--- config.mk ---
export PLATFORM = sky130hd
export DESIGN_NAME = win_rd_ctrl_flat
export DESIGN_NICKNAME = d
export VERILOG_FILES = /design/src/rtl/win_rd_ctrl_if.sv /design/src/rtl/win_rd_ctrl.sv /design/src/flat_wrapper.sv
export SDC_FILE = /design/constraint.sdc
export NUM_CORES = 1
export LEC_CHECK = 0
export ABC_AREA = 1
export BUFFER_PORTS_ARGS = -buffer_cell sky130_fd_sc_hd__buf_2
export CAP_MARGIN = 15
export CORE_ASPECT_RATIO = 2
export CORE_MARGIN = 5
export CORE_UTILIZATION = 59
export DETAILED_ROUTE_END_ITERATION = 8
export GPL_TIMING_DRIVEN = 0
export PLACE_DENSITY = 0.79
export SLEW_MARGIN = 20
export SYNTH_ARGS = -nofsm -noshare
export SYNTH_HDL_FRONTEND = slang
export SYNTH_SLANG_ARGS = --single-unit
--- constraint.sdc ---
create_clock -name clk -period 3.5 [get_ports clk]
set_clock_uncertainty 0.05 [all_clocks]
set_input_delay 0.35 -clock clk [delete_from_list [all_inputs] [get_ports clk]]
set_output_delay 0.35 -clock clk [all_outputs]
set_load 0.01 [all_outputs]
--- src/rtl/win_rd_ctrl_if.sv ---
// win_rd_ctrl_if: address-in, DDR3 command/read-data and pixel-stream bundle.
// master = win_rd_ctrl side, slave = surrounding environment.
interface win_rd_ctrl_if #(
    parameter int unsigned ADDR_W = 28,
    parameter int unsigned DATA_W = 32
);
    logic [ADDR_W-1:0] addr_in;
    logic              addr_in_valid;
    logic              addr_in_ready;
    logic [ADDR_W-1:0] app_addr;
    logic [2:0]        app_cmd;
    logic              app_en;
    logic              app_rdy;
    logic [DATA_W-1:0] app_rd_data;
    logic              app_rd_data_valid;
    logic [DATA_W-1:0] pix_data;
    logic              pix_valid;
    logic              pix_ready;
    logic              pix_last;

    modport master (
        input  addr_in, addr_in_valid, app_rdy, app_rd_data, app_rd_data_valid, pix_ready,
        output addr_in_ready, app_addr, app_cmd, app_en, pix_data, pix_valid, pix_last
    );

    modport slave (
        output addr_in, addr_in_valid, app_rdy, app_rd_data, app_rd_data_valid, pix_ready,
        input  addr_in_ready, app_addr, app_cmd, app_en, pix_data, pix_valid, pix_last
    );
endinterface

--- src/rtl/win_rd_ctrl.sv ---
// win_rd_ctrl: issues single-word DDR3 reads for window points and streams the
// returned words in order, with credits bounding reads in flight to the FIFO depth.
// Optional macro WIN_RD_CTRL_RD_ERR_CHK_EN: tracks reads in flight and flags
// (and drops) read data that arrives with nothing outstanding.
module win_rd_ctrl #(
    parameter int unsigned ADDR_W  = 28,
    parameter int unsigned DATA_W  = 32,
    parameter int unsigned DEPTH   = 8,
    parameter int unsigned WIN_PTS = 9
) (
    input  logic          clk,
    input  logic          rst,
    win_rd_ctrl_if.master bus,
    output logic          busy,
    output logic          rd_err
);
    localparam int unsigned PTR_W = $clog2(DEPTH);
    localparam int unsigned CNT_W = $clog2(DEPTH) + 1;
    localparam int unsigned PT_W  = $clog2(WIN_PTS + 1);
    localparam logic [CNT_W-1:0] CNT_MAX  = CNT_W'(DEPTH);
    localparam logic [PT_W-1:0]  PT_LAST  = PT_W'(WIN_PTS - 1);
    localparam logic [2:0]       CMD_READ = 3'b001;

    typedef enum logic [0:0] {IDLE, CMD} state_t;

    state_t            state, state_nxt;
    logic [ADDR_W-1:0] app_addr_q, app_addr_nxt;
    logic              app_en_q, app_en_nxt;
    logic [CNT_W-1:0]  cnt_q, cnt_nxt;
    logic [PT_W-1:0]   pt_q, pt_nxt;
    logic [DATA_W-1:0] mem [DEPTH];
    logic [PTR_W-1:0]  wr_ptr_q, wr_ptr_nxt, rd_ptr_q, rd_ptr_nxt;
    logic [CNT_W-1:0]  fcnt_q, fcnt_nxt, fcnt_popped;
    logic [DATA_W-1:0] pix_data_q, pix_data_nxt;
    logic              pix_valid_q, pix_valid_nxt;
    logic              pix_last_q, pix_last_nxt;
    logic              busy_q, busy_nxt;
    logic              addr_ready_c, addr_fire, pix_fire, push;

    // Accept a new address when a credit is free and the command slot is (or becomes) free
    assign addr_ready_c = !rst && (cnt_q < CNT_MAX) && ((state == IDLE) || bus.app_rdy);
    assign addr_fire    = bus.addr_in_valid && addr_ready_c;
    assign pix_fire     = pix_valid_q && bus.pix_ready;

`ifdef WIN_RD_CTRL_RD_ERR_CHK_EN
    logic [CNT_W-1:0] infl_q, infl_nxt;
    logic             rd_err_q, rd_err_nxt;
    logic             stray;

    // In-flight tracking; data with nothing outstanding is dropped and flagged
    always_comb begin
        stray      = bus.app_rd_data_valid && (infl_q == '0);
        push       = bus.app_rd_data_valid && !stray;
        infl_nxt   = infl_q + CNT_W'(app_en_q && bus.app_rdy) - CNT_W'(push);
        rd_err_nxt = rd_err_q || stray;
    end

    // In-flight counter and sticky error flag
    always_ff @(posedge clk or posedge rst) begin
        if (rst) begin
            infl_q   <= '0;
            rd_err_q <= 1'b0;
        end else begin
            infl_q   <= infl_nxt;
            rd_err_q <= rd_err_nxt;
        end
    end

    assign rd_err = rd_err_q;
`else
    assign push   = bus.app_rd_data_valid;
    assign rd_err = 1'b0;
`endif

    // Command FSM state register
    always_ff @(posedge clk or posedge rst) begin
        if (rst) begin
            state <= IDLE;
        end else begin
            state <= state_nxt;
        end
    end

    // Command FSM next state and command address/enable
    always_comb begin
        state_nxt    = state;
        app_addr_nxt = app_addr_q;
        case (state)
            IDLE: begin
                if (addr_fire) begin
                    app_addr_nxt = bus.addr_in;
                    state_nxt    = CMD;
                end
            end
            CMD: begin
                if (bus.app_rdy) begin
                    if (addr_fire) begin
                        app_addr_nxt = bus.addr_in;
                    end else begin
                        state_nxt = IDLE;
                    end
                end
            end
            default: state_nxt = IDLE;
        endcase
        app_en_nxt = (state_nxt == CMD);
    end

    // Credits, window point, FIFO pointers and the registered FIFO head
    always_comb begin
        cnt_nxt = cnt_q;
        if (addr_fire && !pix_fire) begin
            cnt_nxt = cnt_q + CNT_W'(1);
        end else if (!addr_fire && pix_fire) begin
            cnt_nxt = cnt_q - CNT_W'(1);
        end

        pt_nxt = pt_q;
        if (pix_fire) begin
            pt_nxt = (pt_q == PT_LAST) ? '0 : pt_q + PT_W'(1);
        end

        rd_ptr_nxt  = pix_fire ? rd_ptr_q + PTR_W'(1) : rd_ptr_q;
        wr_ptr_nxt  = push ? wr_ptr_q + PTR_W'(1) : wr_ptr_q;
        fcnt_popped = fcnt_q - CNT_W'(pix_fire);
        fcnt_nxt    = fcnt_popped + CNT_W'(push);

        // Head bypasses the array when the incoming word lands in an empty FIFO
        pix_data_nxt = pix_data_q;
        if (push && (fcnt_popped == '0)) begin
            pix_data_nxt = bus.app_rd_data;
        end else if (fcnt_popped != '0) begin
            pix_data_nxt = mem[rd_ptr_nxt];
        end

        pix_valid_nxt = (fcnt_nxt != '0);
        pix_last_nxt  = pix_valid_nxt && (pt_nxt == PT_LAST);
        busy_nxt      = (cnt_nxt != '0) || (state_nxt == CMD);
    end

    // Datapath and output registers
    always_ff @(posedge clk or posedge rst) begin
        if (rst) begin
            app_addr_q  <= '0;
            app_en_q    <= 1'b0;
            cnt_q       <= '0;
            pt_q        <= '0;
            wr_ptr_q    <= '0;
            rd_ptr_q    <= '0;
            fcnt_q      <= '0;
            pix_data_q  <= '0;
            pix_valid_q <= 1'b0;
            pix_last_q  <= 1'b0;
            busy_q      <= 1'b0;
        end else begin
            app_addr_q  <= app_addr_nxt;
            app_en_q    <= app_en_nxt;
            cnt_q       <= cnt_nxt;
            pt_q        <= pt_nxt;
            wr_ptr_q    <= wr_ptr_nxt;
            rd_ptr_q    <= rd_ptr_nxt;
            fcnt_q      <= fcnt_nxt;
            pix_data_q  <= pix_data_nxt;
            pix_valid_q <= pix_valid_nxt;
            pix_last_q  <= pix_last_nxt;
            busy_q      <= busy_nxt;
        end
    end

    // FIFO storage; credits keep writes away from a full FIFO
    always_ff @(posedge clk) begin
        if (push) begin
            mem[wr_ptr_q] <= bus.app_rd_data;
        end
    end

    assign bus.addr_in_ready = addr_ready_c;
    assign bus.app_addr      = app_addr_q;
    assign bus.app_cmd       = CMD_READ;
    assign bus.app_en        = app_en_q;
    assign bus.pix_data      = pix_data_q;
    assign bus.pix_valid     = pix_valid_q;
    assign bus.pix_last      = pix_last_q;
    assign busy              = busy_q;
endmodule

--- src/flat_wrapper.sv ---
// flat-port wrapper written by rule: the top's interface ports become plain ports
module win_rd_ctrl_flat 
#(
    parameter int unsigned ADDR_W  = 28,
    parameter int unsigned DATA_W  = 32,
    parameter int unsigned DEPTH   = 8,
    parameter int unsigned WIN_PTS = 9
)
  (clk, rst, busy, rd_err, bus_addr_in, bus_addr_in_valid, bus_app_rdy, bus_app_rd_data, bus_app_rd_data_valid, bus_pix_ready, bus_addr_in_ready, bus_app_addr, bus_app_cmd, bus_app_en, bus_pix_data, bus_pix_valid, bus_pix_last);
  win_rd_ctrl_if #(.ADDR_W(ADDR_W), .DATA_W(DATA_W)) bus_i ();
  input  logic clk;
  input  logic rst;
  output logic busy;
  output logic rd_err;
  input wire logic [$bits(bus_i.addr_in)-1:0] bus_addr_in;
  input wire logic [$bits(bus_i.addr_in_valid)-1:0] bus_addr_in_valid;
  input wire logic [$bits(bus_i.app_rdy)-1:0] bus_app_rdy;
  input wire logic [$bits(bus_i.app_rd_data)-1:0] bus_app_rd_data;
  input wire logic [$bits(bus_i.app_rd_data_valid)-1:0] bus_app_rd_data_valid;
  input wire logic [$bits(bus_i.pix_ready)-1:0] bus_pix_ready;
  output wire logic [$bits(bus_i.addr_in_ready)-1:0] bus_addr_in_ready;
  output wire logic [$bits(bus_i.app_addr)-1:0] bus_app_addr;
  output wire logic [$bits(bus_i.app_cmd)-1:0] bus_app_cmd;
  output wire logic [$bits(bus_i.app_en)-1:0] bus_app_en;
  output wire logic [$bits(bus_i.pix_data)-1:0] bus_pix_data;
  output wire logic [$bits(bus_i.pix_valid)-1:0] bus_pix_valid;
  output wire logic [$bits(bus_i.pix_last)-1:0] bus_pix_last;
  assign bus_i.addr_in = bus_addr_in;
  assign bus_i.addr_in_valid = bus_addr_in_valid;
  assign bus_i.app_rdy = bus_app_rdy;
  assign bus_i.app_rd_data = bus_app_rd_data;
  assign bus_i.app_rd_data_valid = bus_app_rd_data_valid;
  assign bus_i.pix_ready = bus_pix_ready;
  assign bus_addr_in_ready = bus_i.addr_in_ready;
  assign bus_app_addr = bus_i.app_addr;
  assign bus_app_cmd = bus_i.app_cmd;
  assign bus_app_en = bus_i.app_en;
  assign bus_pix_data = bus_i.pix_data;
  assign bus_pix_valid = bus_i.pix_valid;
  assign bus_pix_last = bus_i.pix_last;
  win_rd_ctrl #(.ADDR_W(ADDR_W), .DATA_W(DATA_W), .DEPTH(DEPTH), .WIN_PTS(WIN_PTS)) u_core (.clk(clk), .rst(rst), .bus(bus_i), .busy(busy), .rd_err(rd_err));
endmodule
* After elaboration in Yosys (flattened, before gate mapping) *
Memories as Yosys holds them, arrays and structs flattened.
Cells that the tools add are included.

storage, ports and cells
  bits of input ports = 66
  memory bits (writable) = 256
  flip-flop bits (word level) = 82
  memories kept = 1
  output and inout bits = 69
  word-level logic and storage cells = 57

operators by class
  $lt $le $gt $ge = 1
  eq/ne operators = 3
  reductions and logical operators = 18
  bitwise operators = 1
  add/subtract/negate cells = 7
  mux-type cells = 15

memory list
  name        words  width  rd ports  clocked after Yosys merged registers in  write ports  line               source
  u_core.mem  8      32     1         0                                        1            win_rd_ctrl.sv:31  logic [DATA_W-1:0] mem [DEPTH];

operator list
  cell                                               count
  2-to-1 mux 32 bit                                  2
  2-to-1 mux 28 bit                                  2
  case mux 28 bit (2 select lines)                   1
  2-to-1 mux 4 bit                                   4
  nonzero test 4 bit                                 3
  adder 4 x 1 -> 4 bit (second input constant)       2
  == test 4 bit (second input constant)              2
  logical AND 1 bit                                  8
  adder 3 x 1 -> 3 bit (second input constant)       2
  adder 4 x 1 -> 4 bit                               1
  logical NOT 4 bit                                  1
  < comparator 4 bit (second input constant)         1
  2-to-1 mux 1 bit                                   4
  subtractor 4 x 1 -> 4 bit                          1
  subtractor 4 x 1 -> 4 bit (second input constant)  1
  logical NOT 1 bit                                  3
  2-to-1 mux 3 bit                                   1
  logical OR 1 bit                                   2
  != test 2 bit (second input constant)              1
  case mux 1 bit (2 select lines)                    1
  nonzero test 2 bit                                 1
  inverter 1 bit                                     1

* Depth between registers and ports, before layout *
  word-level depth = 10
  mapped depth = 11

* Least setup slack after synthesis *
Ideal clock, no wire load.

  kind = input port to flip-flop
  from = input port bus_app_rd_data_valid
  to = memory u_core.mem[0][0], enable pin
  required time = 3.029 ns
  buffers on the path = 0
  cell stages on the path = 3
  path slack = 0.920 ns
  arrival = 2.109 ns
  path through = inv_1 > or2_2 > nor2_1

between the ends
  cells in the longest elaborated chain, start to end = 2

RTL lines
  element                                 line                source
  start: declaration                      flat_wrapper.sv:19  input wire logic [$bits(bus_i.app_rd_data_valid)-1:0] bus_app_rd_data_valid;
  2-to-1 mux 1 bit                        win_rd_ctrl.sv:172  if (push) begin
  2-to-1 mux 1 bit (not written as such)  win_rd_ctrl.sv:173  mem[wr_ptr_q] <= bus.app_rd_data;
  end: declaration                        win_rd_ctrl.sv:31

Every way passes these cells.

* Worst setup path after layout *
  from = register u_core.pix_valid_q, in the netlist u_core.bus.pix_valid
  to = register u_core.pix_data_q[8], in the netlist u_core.bus.pix_data[8]

between the ends
  cells in the longest elaborated chain, start to end = 5

RTL lines
  element                                                        line                                    source
  start: declaration                                             win_rd_ctrl.sv:35                       logic pix_valid_q, pix_valid_nxt;
  start signal: assignment                                       win_rd_ctrl.sv:164                      pix_valid_q <= pix_valid_nxt;
  logical AND 1 bit (*)                                          win_rd_ctrl.sv:43                       assign pix_fire = pix_valid_q && bus.pix_ready;
  subtractor 4 x 1 -> 4 bit or 2-to-1 mux 3 bit (tied branches)  win_rd_ctrl.sv:125, win_rd_ctrl.sv:123
  logical NOT 4 bit or memory (8 x 32 bit) (tied branches)       --
  logical AND 1 bit or 2-to-1 mux 32 bit (tied branches)         win_rd_ctrl.sv:130, win_rd_ctrl.sv:132
  2-to-1 mux 32 bit or nonzero test 2 bit (tied branches)        --
  end signal: assignment                                         win_rd_ctrl.sv:163                      pix_data_q <= pix_data_nxt;
  end: declaration                                               win_rd_ctrl.sv:34                       logic [DATA_W-1:0] pix_data_q, pix_data_nxt;

Mark *: on every way between the ends. The rest lies on a longest branch, timed or not. The select of a mux whose other input is x is not followed.
A chain may end at the register's enable or synchronous reset.

==> impl_metrics.json <==
{
  "clk_latency_ns": 0.55,
  "via_per_inst": 5.60,
  "ir_worst_vdd_uv": 567,
  "min_from": "bus_app_rd_data[31]",
  "grt_usage_pct": 27.1,
  "min_path_cells": 1,
  "drt-total-wl_um": 38500,
  "power_w": 0.0141,
  "fp.dieH_um": 234,
  "cts.sinks": 338,
  "synth_area_um2": 14700,
  "critPathArrivalTime_ns": 3.46,
  "avgRoutedWirePerCell_um": 19.6,
  "port_buffers": 130,
  "synth_ff_type": "edfxtp_1",
  "fp-row-count": 82,
  "worst_pin_slew_ns": 0.743,
  "yosysSeqAreaShare_pct": 66.0,
  "min_period_over_period_pct": 86.7,
  "dpl.hpwl_um": 25500,
  "syn_inst": 1409,
  "cts_buffers": 28,
  "htreeDepth": 1,
  "status": "finished clean",
  "grt_overflow_total": 0,
  "fin_util_pct": 69.7,
  "post-cts-setup-buffers": 0,
  "cts_tree": "done",
  "ff2ff_setup_slack_ns": 0.47,
  "netlist_top_cells_count": "289 x nand2_1, 262 x nand3_1, 256 x edfxtp_1",
  "synth_compound_area_share_pct": 2.83,
  "fp.coreArea_um2": 24800,
  "antenna_cells": 0,
  "ys_ff_latch": 338,
  "synthAdderAreaFrac_pct": 0.848,
  "timing.final.crit_period_ns": 3.03,
  "place.gp.congestion": 0.836,
  "grt_max_degree": 53,
  "drv_cap": 0,
  "antenna_found_initial": 0,
  "vias": 11000,
  "synth_warnings": 0,
  "drive_gt1_share_pct": 15.7,
  "max_clock_freq_mhz": 330,
  "tns_ns": 0,
  "synth_top_area_share_pct": 52.1,
  "grt_pass1_vias": 11200,
  "die_w_um": 122,
  "cp.required_ns": 3.93,
  "clkTransAtPathRegs_ns": 0.06,
  "ctsResizeCount": 0,
  "reg2reg_from": "u_core.bus.pix_valid",
  "layout.nets": 1685,
  "cellPowerDensity_nw_per_um2": 817,
  "timing_worst_setup_path_type": "reg2reg",
  "slew_headroom_pct": 50.4,
  "netlist-cell-type-count": 29,
  "synth-xor-area-share_pct": 0.814,
  "cts_hold_buf": 29,
  "area_growth_syn_to_layout_pct": 17.4,
  "report.final.slew_viol_count": 0,
  "reg2reg_depth": 10,
  "grt_pass1_wl_um": 59000,
  "io_pins": 135,
  "start_kind": "flop",
  "synth_top_family_by_area": "simple AND/OR/NAND/NOR gates",
  "ant_nets": 0,
  "cts_root_buf": "clkbuf_16",
  "whs_ns": 0.0292,
  "start_util_pct": 59.4,
  "cts.path.max_buffers": 3,
  "ys_async_sr_fraction_pct": 24.3,
  "rsz0062_at_grt": "no",
  "setup.worst_path.end_class": "flop",
  "first_iter_violations": 1249,
  "ys_top_cells_by_area": "edfxtp_1 52%, dfrtp_1 14%, nand3_1 8.9%, nand2_1 7.4%, inv_1 5.5%",
  "leakagePower_nw": 7.62,
  "setup_viol": 0,
  "synth_edf_count": 256,
  "final-hold-violation-count": 0,
  "hp-class": "in2reg",
  "startpoint": "u_core.bus.pix_valid",
  "worstPathMaxFanout": 10,
  "syn_avg_cell_area_um2": 10.5,
  "dieArea_um2": 28500,
  "synth.largest_area_cell": "edfxtp_1",
  "drtPass1Iterations": 8,
  "synth_mux_area_share_pct": 0,
  "drc": 0,
  "synthSimpleGateAreaFrac_pct": 21.2,
  "yosysMostFrequentCell": "nand2_1"
}
kinds of logic (layout without fill, tap and decap cells):
family,Yosys count,count (layout)
and+or+nand+nor,676,676
buffers and inverters,297,517
adders and majority gates,10,10
other,2,4
AOI/OAI and AO/OA,74,74
xor gates and xnor gates,12,12
DFF,338,338
cell type report:
class                           count  area, µm²
Multi-Input combinational cell    776       3870
Sequential cell                   338       9740
Tap cell                          336        420
Inverter                          219        827
Buffer                             78        383
Timing Repair Buffer              168       1170
Clock inverter                      6       53.8
Fill cell                        1752       7520
Clock buffer                       46        850
flip-flops by register name, summed over array words and instances (netlist names):
name / count
u_core.mem: 256
u_core.bus.pix_data: 32
u_core.bus.app_addr: 28
u_core.cnt_q: 4
u_core.fcnt_q: 4
u_core.pt_q: 4
u_core.rd_ptr_q: 3
u_core.wr_ptr_q: 3
u_core.bus.pix_last: 1
u_core.bus.pix_valid: 1
u_core.busy: 1
u_core.state: 1
layout by cell type (no fill, tap or decap), drive strengths merged:
cell type | Yosys | layout
or2 | 1 | 1
a21oi | 31 | 31
nand2 | 292 | 292
dfrtp | 82 | 82
bufinv | 0 | 1
nand3 | 262 | 262
clkbuf | 20 | 66
a21o | 1 | 1
o21ai | 39 | 39
dlygate4sd3 | 0 | 29
clkinv | 0 | 5
nand3b | 63 | 63
nand4 | 2 | 2
o211ai | 3 | 3
conb | 2 | 4
inv | 219 | 219
nor2 | 54 | 54
xor2 | 7 | 7
buf | 58 | 197
edfxtp | 256 | 256
ha | 10 | 10
xnor2 | 5 | 5
nor3 | 2 | 2
final timing paths:
kind	endpoint
setup / recovery	u_core.bus.pix_data[8]
hold / removal	u_core.mem[0][31]
setup reg to reg	u_core.bus.pix_data[8]
hold reg to reg	u_core.bus.app_addr[20]
max in group asynchronous	u_core.bus.pix_data[26]
min in group asynchronous	u_core.busy
per-layer routing:
layer	vias up	wire length (µm)	track usage, %	part of all wire [%]
met2	590	20200	47.0	52
met5	-	0	0	0
li1	5046	-	-	-
met1	5274	13700	33.6	36
met4	0	1380	12.6	3.6
met3	107	3200	3.56	8.3
where the power goes:
| part | leakage (nW) | internal [W] | switching (W) |
|---|---|---|---|
| clock | 0.445 | 0.00173 | 0.00137 |
| sequential | 3.30 | 0.00514 | 0.000360 |
| combinational | 3.87 | 0.00187 | 0.00367 |
| total | 7.62 | 0.00874 | 0.00540 |
worst max-delay path, stage by stage (launching register included):
cell      delay, ns
dfrtp_1        0.47
nand2_2        0.24
inv_4          0.20
ha_1           0.20
inv_1          0.05
o21ai_0        0.13
nand2_1        0.15
nor3_4         0.42
clkbuf_1       0.60
o21ai_0        0.26
a21oi_2        0.19
metrics by stage:
step / instance area, µm² / setup slack, ns / instances
finish: 17300 / 0.466 / 1967
global route: 17300 / 0.299 / 1967
CTS: 17300 / 0.537 / 1967
detailed placement: 16100 / 0.542 / 1886
global placement: 15800 / -0.664 / 1877
floorplan: 14800 / 0.920 / 1411
Power figures use the tool's default switching activity.
